--- src/rtl/ts_rx_analyzer_pkg.sv ---
// Shared constants for the TS receive analyzer: ordered-set symbols, type codes,
// symbol offsets, FSM encodings and the captured-field record.
package ts_rx_analyzer_pkg;

  localparam logic [7:0] COM    = 8'hBC;
  localparam logic [7:0] TS1_ID = 8'h4A;
  localparam logic [7:0] TS2_ID = 8'h45;

  localparam logic [1:0] TS_NONE  = 2'd0;
  localparam logic [1:0] TS_TYPE1 = 2'd1;
  localparam logic [1:0] TS_TYPE2 = 2'd2;

  localparam int SYM_COM      = 0;
  localparam int SYM_LINK     = 1;
  localparam int SYM_LANE     = 2;
  localparam int SYM_NFTS     = 3;
  localparam int SYM_RATE     = 4;
  localparam int SYM_CTRL     = 5;
  localparam int SYM_ID_FIRST = 6;
  localparam int SYM_ID_LAST  = 15;

  localparam logic [1:0] S_IDLE   = 2'd0;
  localparam logic [1:0] S_TRACK  = 2'd1;
  localparam logic [1:0] S_REPORT = 2'd2;

  typedef struct packed {
    logic [1:0] ts_type;
    logic [7:0] link;
    logic [7:0] lane;
    logic [7:0] nfts;
    logic [7:0] rate;
    logic [7:0] ctrl;
  } ts_fields_t;

  function automatic logic [7:0] sym_of(input logic [127:0] ts, input int k);
    return ts[8*k +: 8];
  endfunction

endpackage

--- src/rtl/ts_rx_analyzer_ts_decode.sv ---
// Combinational TS decode: extracts link/lane/N_FTS/rate/control symbols and
// classifies the ordered set as TS1, TS2 or malformed.
module ts_decode
  import ts_rx_analyzer_pkg::*;
(
  input  logic [127:0] ts,
  output logic         well_formed,
  output logic [1:0]   ts_type,
  output logic [7:0]   link,
  output logic [7:0]   lane,
  output logic [7:0]   nfts,
  output logic [7:0]   rate,
  output logic [7:0]   ctrl
);

  localparam int ID_N = SYM_ID_LAST - SYM_ID_FIRST + 1;

  logic [ID_N-1:0] ts1_hit;
  logic [ID_N-1:0] ts2_hit;
  logic            com_ok;

  genvar gi;
  generate
    for (gi = SYM_ID_FIRST; gi <= SYM_ID_LAST; gi++) begin : g_id
      assign ts1_hit[gi-SYM_ID_FIRST] = (sym_of(ts, gi) == TS1_ID);
      assign ts2_hit[gi-SYM_ID_FIRST] = (sym_of(ts, gi) == TS2_ID);
    end
  endgenerate

  assign com_ok = (sym_of(ts, SYM_COM) == COM);

  always_comb begin
    ts_type = TS_NONE;
    if (com_ok && (&ts1_hit)) begin
      ts_type = TS_TYPE1;
    end else if (com_ok && (&ts2_hit)) begin
      ts_type = TS_TYPE2;
    end
  end

  assign well_formed = (ts_type != TS_NONE);
  assign link        = sym_of(ts, SYM_LINK);
  assign lane        = sym_of(ts, SYM_LANE);
  assign nfts        = sym_of(ts, SYM_NFTS);
  assign rate        = sym_of(ts, SYM_RATE);
  assign ctrl        = sym_of(ts, SYM_CTRL);

endmodule

--- src/rtl/ts_rx_analyzer.sv ---
// Per-lane TS1/TS2 receive analyzer: counts consecutive identical TSs, reports
// captured fields to core_fsm and flags RX inactivity. Optional TSA_ERR_CNT_EN
// enables the saturating malformed-TS counter on err_cnt.
module ts_rx_analyzer
  import ts_rx_analyzer_pkg::*;
#(
  parameter int CONSEC_THRESH = 8,
  parameter int TIMEOUT_CYC   = 24000
) (
  input  logic         clk,
  input  logic         rst,
  input  logic         clr,
  input  logic [127:0] ts_i,
  input  logic         ts_i_vld,
  output logic         rpt_vld,
  input  logic         rpt_ack,
  output logic [1:0]   rpt_type,
  output logic [7:0]   rpt_link,
  output logic [7:0]   rpt_lane,
  output logic [7:0]   rpt_nfts,
  output logic [7:0]   rpt_rate,
  output logic [7:0]   rpt_ctrl,
  output logic         rpt_stale,
  output logic         rx_timeout,
  output logic [7:0]   err_cnt
);

  localparam int CNT_W = $clog2(CONSEC_THRESH + 1);
  localparam int TIM_W = $clog2(TIMEOUT_CYC + 1);
  localparam logic [CNT_W-1:0] CNT_THRESH = CNT_W'(CONSEC_THRESH);
  localparam logic [CNT_W-1:0] CNT_ONE    = CNT_W'(1);
  localparam logic [TIM_W-1:0] TIM_MAX    = TIM_W'(TIMEOUT_CYC);
  localparam logic [1:0]       FIRST_STATE = (CONSEC_THRESH == 1) ? S_REPORT : S_TRACK;

  logic       dec_well;
  logic [1:0] dec_type;
  logic [7:0] dec_link, dec_lane, dec_nfts, dec_rate, dec_ctrl;
  ts_fields_t dec_fields;
  logic       identical;

  ts_decode u_decode (
    .ts          (ts_i),
    .well_formed (dec_well),
    .ts_type     (dec_type),
    .link        (dec_link),
    .lane        (dec_lane),
    .nfts        (dec_nfts),
    .rate        (dec_rate),
    .ctrl        (dec_ctrl)
  );

  assign dec_fields = {dec_type, dec_link, dec_lane, dec_nfts, dec_rate, dec_ctrl};

  logic [1:0]       state_reg, state_next, mid_state;
  logic [CNT_W-1:0] cnt_reg, cnt_next, mid_cnt;
  ts_fields_t       cap_reg, cap_next;
  logic             stale_reg, stale_next;
  logic [TIM_W-1:0] timer_reg;

  assign identical = dec_well && (dec_fields == cap_reg);

  // The ack is resolved first so a coincident TS is judged against the post-ack state.
  always_comb begin
    mid_state  = state_reg;
    mid_cnt    = cnt_reg;
    stale_next = stale_reg;
    if (state_reg == S_REPORT && rpt_ack) begin
      mid_state  = stale_reg ? S_IDLE : S_TRACK;
      mid_cnt    = '0;
      stale_next = 1'b0;
    end

    state_next = mid_state;
    cnt_next   = mid_cnt;
    cap_next   = cap_reg;
    if (ts_i_vld) begin
      case (mid_state)
        S_IDLE: begin
          if (dec_well) begin
            cap_next   = dec_fields;
            cnt_next   = CNT_ONE;
            state_next = FIRST_STATE;
          end
        end
        S_TRACK: begin
          if (!dec_well) begin
            cnt_next   = '0;
            state_next = S_IDLE;
          end else if (identical) begin
            cnt_next = mid_cnt + CNT_ONE;
            if (cnt_next == CNT_THRESH) begin
              state_next = S_REPORT;
            end
          end else begin
            cap_next   = dec_fields;
            cnt_next   = CNT_ONE;
            state_next = FIRST_STATE;
          end
        end
        S_REPORT: begin
          if (!identical) begin
            stale_next = 1'b1;
          end
        end
        default: begin
          state_next = S_IDLE;
          cnt_next   = '0;
        end
      endcase
    end

    if (clr) begin
      state_next = S_IDLE;
      cnt_next   = '0;
      cap_next   = cap_reg;
      stale_next = 1'b0;
    end
  end

  always_ff @(posedge clk or negedge rst) begin
    if (!rst) begin
      state_reg <= S_IDLE;
      cnt_reg   <= '0;
      cap_reg   <= '0;
      stale_reg <= 1'b0;
    end else begin
      state_reg <= state_next;
      cnt_reg   <= cnt_next;
      cap_reg   <= cap_next;
      stale_reg <= stale_next;
    end
  end

  always_ff @(posedge clk or negedge rst) begin
    if (!rst) begin
      timer_reg <= '0;
    end else if (clr || ts_i_vld) begin
      timer_reg <= '0;
    end else if (timer_reg != TIM_MAX) begin
      timer_reg <= timer_reg + TIM_W'(1);
    end
  end

`ifdef TSA_ERR_CNT_EN
  logic [7:0] err_cnt_reg;

  always_ff @(posedge clk or negedge rst) begin
    if (!rst) begin
      err_cnt_reg <= 8'h00;
    end else if (ts_i_vld && !clr && !dec_well && err_cnt_reg != 8'hFF) begin
      err_cnt_reg <= err_cnt_reg + 8'd1;
    end
  end

  assign err_cnt = err_cnt_reg;
`else
  assign err_cnt = 8'h00;
`endif

  // Fields read as zero whenever no report is pending.
  assign rpt_vld    = (state_reg == S_REPORT);
  assign rpt_type   = rpt_vld ? cap_reg.ts_type : TS_NONE;
  assign rpt_link   = rpt_vld ? cap_reg.link : 8'h00;
  assign rpt_lane   = rpt_vld ? cap_reg.lane : 8'h00;
  assign rpt_nfts   = rpt_vld ? cap_reg.nfts : 8'h00;
  assign rpt_rate   = rpt_vld ? cap_reg.rate : 8'h00;
  assign rpt_ctrl   = rpt_vld ? cap_reg.ctrl : 8'h00;
  assign rpt_stale  = stale_reg;
  assign rx_timeout = (timer_reg == TIM_MAX);

endmodule

--- config.mk ---
export PLATFORM = sky130hd
export DESIGN_NAME = ts_rx_analyzer
export DESIGN_NICKNAME = d
export VERILOG_FILES = /design/src/rtl/ts_rx_analyzer_pkg.sv /design/src/rtl/ts_rx_analyzer_ts_decode.sv /design/src/rtl/ts_rx_analyzer.sv
export SDC_FILE = /design/constraint.sdc
export NUM_CORES = 1
export LEC_CHECK = 0
export CAP_MARGIN = 20
export CELL_PAD_IN_SITES_DETAIL_PLACEMENT = 0
export CELL_PAD_IN_SITES_GLOBAL_PLACEMENT = 2
export CORE_MARGIN = 8
export CORE_UTILIZATION = 27
export CTS_CLUSTER_SIZE = 40
export DETAILED_ROUTE_END_ITERATION = 12
export PLACE_DENSITY_LB_ADDON = 0.3
export SLEW_MARGIN = 0
export SYNTH_ARGS = -nofsm -noshare
export SYNTH_HDL_FRONTEND = slang
export SYNTH_SLANG_ARGS = --single-unit
--- constraint.sdc ---
create_clock -name clk -period 3 [get_ports clk]
set_input_delay 0.75 -clock clk [delete_from_list [all_inputs] [get_ports clk]]
set_output_delay 0.75 -clock clk [all_outputs]
set_load 0.05 [all_outputs]
==> flow_metrics.env <==
export IMPL_status="finished, final reports clean"
export IMPL_cts_buffers=9
export IMPL_finalSetupViolations=0
export IMPL_drt_wl_total_mm=13.4
export IMPL_p_sw_uw=539
export IMPL_start_kind="primary input"
export IMPL_ys_ff_latch=64
export IMPL_avgSynthCellArea_sq_um=11.0
export IMPL_tightest_slew_ns=0.869
export IMPL_clk_latency_ns=0.33
export IMPL_synth_edf_count=0
export IMPL_antenna_found_initial=0
export IMPL_maxSlewViolCount=0
export IMPL_synthTopCellsByArea="dfrtp_1 38%, mux2_4 14%, xor2_1 10%, and2_1 7.0%, nor4bb_1 5.3%"
export IMPL_start_util_pct=27.6
export IMPL_vdd_drop_max_mv=0.261
export IMPL_grt_start_max_net_pins=65
export IMPL_synth_top_area_cell="dfrtp_1"
export IMPL_grt_pass1_wl_mm=21.0
export IMPL_p_comb_share_pct=13.2
export IMPL_wl_per_cell_um=17.0
export IMPL_layout_min_cycle_time_ns=2.97
export IMPL_p_seq_share_pct=35.7
export IMPL_syn_to_final_growth_pct=67.2
export IMPL_final_setup_skew_ns=0.00855
export IMPL_drive_above_1_share_pct=29.0
export IMPL_endpoint_kind="flip-flop"
export IMPL_min_from="cnt_reg[3]"
export IMPL_fmax_ghz=0.337
export IMPL_die_height_um=140
export IMPL_grt_pass1_vias=4143
export IMPL_die_area_sq_mm=0.0197
export IMPL_antenna_cells=0
export IMPL_relSlewSlack_pct=42.0
export IMPL_core_area_sq_mm=0.0151
export IMPL_synth_area_sq_mm=0.00418
export IMPL_fin_ws_ns=0.0316
export IMPL_vias_per_cell=4.70
export IMPL_cap_violations=0
export IMPL_h_tree_depth=3
export IMPL_min_period_over_period_pct=98.9
export IMPL_synth_seq_area_share_pct=38.3
export IMPL_grt_use_total_pct=13.2
export IMPL_clkPwrFrac_pct=51.1
export IMPL_crit_start="ts_i[123]"
export IMPL_numPortBuffers=177
export IMPL_final_cell_count_no_fill=789
export IMPL_drtIter0Drc=108
export IMPL_final_util_pct=46.2
export IMPL_cts_tree="done"
export IMPL_ant_nets=0
export IMPL_clk_pin_slew_ns=0.06
export IMPL_path_class="primary input to flip-flop"
export IMPL_power_density_mw_per_mm2=347
export IMPL_hp_class="flip-flop to flip-flop"
export IMPL_hpwl_mm=10.4
export IMPL_reg2reg_to="cap_reg[23]"
export IMPL_leakagePower_nw=3.27
export IMPL_largest_reg_flops=42
export IMPL_cts_root_buf="clkbuf_16"
export IMPL_drt_pass1_iterations=4
export IMPL_hold_ws_ns=0.536
export IMPL_regToRegSetupSlack_ns=0.54
export IMPL_async_reset_ff_share_pct=100
export IMPL_yosys_area_top_type_share_pct=38.3
export IMPL_critPathRequiredTime_ns=3.21
export IMPL_placementRows=45
export IMPL_fin_nets=732
export IMPL_yosysWarnings=0
export IMPL_globalplace_congestion=0.766
export IMPL_vias=3711
export IMPL_crit_end="cap_reg[23]"
export IMPL_synth_cells=380
export IMPL_pre_cts_ws_ns=-0.390
export IMPL_r2r_start="cap_reg[16]"
export IMPL_dp_cells=762
export IMPL_clock_sinks=64
export IMPL_clock_path_buffers=2
export IMPL_grt_overflow=0
export IMPL_synth_main_ff_cell="dfrtp_1"
export IMPL_crit_arrival_ns=3.18
export IMPL_switching_share_pct=22.3
export IMPL_route_detailed_drc=0
export IMPL_finalHoldViolCount=0
export IMPL_p_int_mw=1.88
export IMPL_die_x_um=140
export IMPL_yosysUniqueCellTypes=49
export IMPL_ios=186
export IMPL_worstPathMaxFanout=6
export IMPL_r2r_cells=9
## cells in the final DEF (no fill, tap or decap), types with 5 or more instances in the layout
master	instances
and2_1	47
nor4bb_1	7
nor4_1	12
nor4bb_2	9
clkbuf_16	12
inv_1	7
and3_1	8
nand4_1	13
nor3_1	5
xnor2_1	5
clkdlybuf4s50_1	122
dfrtp_1	64
nand3_1	6
buf_4	74
conb_1	8
dlymetal6s2s_1	12
nor2_1	17
xor2_1	50
nand2_1	10
nor4bb_4	6
mux2_4	39
## cell usage after synthesis (all sizes together), types with 3 or more instances
cell    instances
dfrtp          64
xor2           50
and2           47
mux2           41
nor4bb         22
nor2           18
nor4           16
nand4          13
buf            12
nand2          11
and3            8
clkbuf          7
inv             7
nor3            7
nor4b           7
nand3           6
xnor2           5
a21oi           3
a22o            3
ha              3
## power groups by stage
stage               Sequential [mW]  Clock [mW]  Combinational, mW
finish                        0.866        1.24              0.319
global route                  0.866        1.29              0.341
CTS                           0.866        1.27              0.302
detailed placement            0.882           0              0.299
global placement              0.882           0              0.296
floorplan                     0.882           0             0.0778
## kinds of logic after synthesis
| logic type | Yosys count | share of synthesized area (%) |
|---|---|---|
| buf+inv | 26 | 3.77 |
| other cells | 1 | 0.0897 |
| simple gates | 165 | 26.0 |
| fa+ha+maj | 3 | 0.897 |
| xor+xnor | 55 | 11.5 |
| flops | 64 | 38.3 |
| compound gates | 23 | 4.43 |
| mux | 43 | 15.0 |
## how the worst min path moves through the flow
| stage | end | slack [ns] | cells after the start |
|---|---|---|---|
| 6_report | cnt_reg[3] | 0.54 | 1 |
| 5_1_grt | cnt_reg[1] | 0.55 | 1 |
| 4_1_cts | cnt_reg[3] | 0.53 | 1 |
| 3_5_place_dp | cnt_reg[3] | 0.52 | 1 |
| 3_3_place_gp | cnt_reg[1] | 0.51 | 1 |
| 2_1_floorplan | cap_reg[0] | 0.45 | 0 |
## area by class of cell
| type | instances | area [sq um] |
|---|---|---|
| Tap cell | 188 | 235 |
| Fill cell | 1459 | 8150 |
| Clock buffer | 9 | 225 |
| Sequential cell | 64 | 1600 |
| Timing Repair Buffer | 217 | 2100 |
| Multi-Input combinational cell | 297 | 2680 |
| Inverter | 7 | 26.3 |
| Clock inverter | 7 | 125 |
## what timing repair did
| item | 4_1_cts | 5_1_grt |
|---|---|---|
| gates cloned | 1 | 3 |
| hold buffers | 0 | 0 |
| pin swaps | 2 | 21 |
| buffers inserted | 4 | 3 |
| gates resized for setup | 4 | 47 |
| endpoints found under the setup margin | 26 | 41 |
## critical path: stages
cell and delay (ns):
clkdlybuf4s50_1 0.49, nor4bb_2 0.28, nand4_1 0.19, buf_4 0.19, o31ai_1 0.26, a32o_2 0.27, a31oi_4 0.12, buf_8 0.17
clkbuf_16 0.16, mux2_4 0.29
## metal layers
layer / track usage [%] / vias up / wire length [um]
li1: - / 1801 / -
met1: 14.7 / 1757 / 5610
met2: 22.3 / 140 / 6460
met3: 5.37 / 13 / 1180
met4: 4.52 / 0 / 174
met5: 0 / - / 0
## stage by stage
stage | power (mW) | instance area, sq um | TNS [ns]
after floorplan | 0.959 | 4210 | 0
after global placement | 1.18 | 6220 | -14.12
after detailed placement | 1.18 | 6220 | -15.60
after CTS | 2.43 | 6650 | 0
after global routing | 2.50 | 7000 | -2.75
final | 2.42 | 7000 | 0
Power figures use the tool's default switching activity.
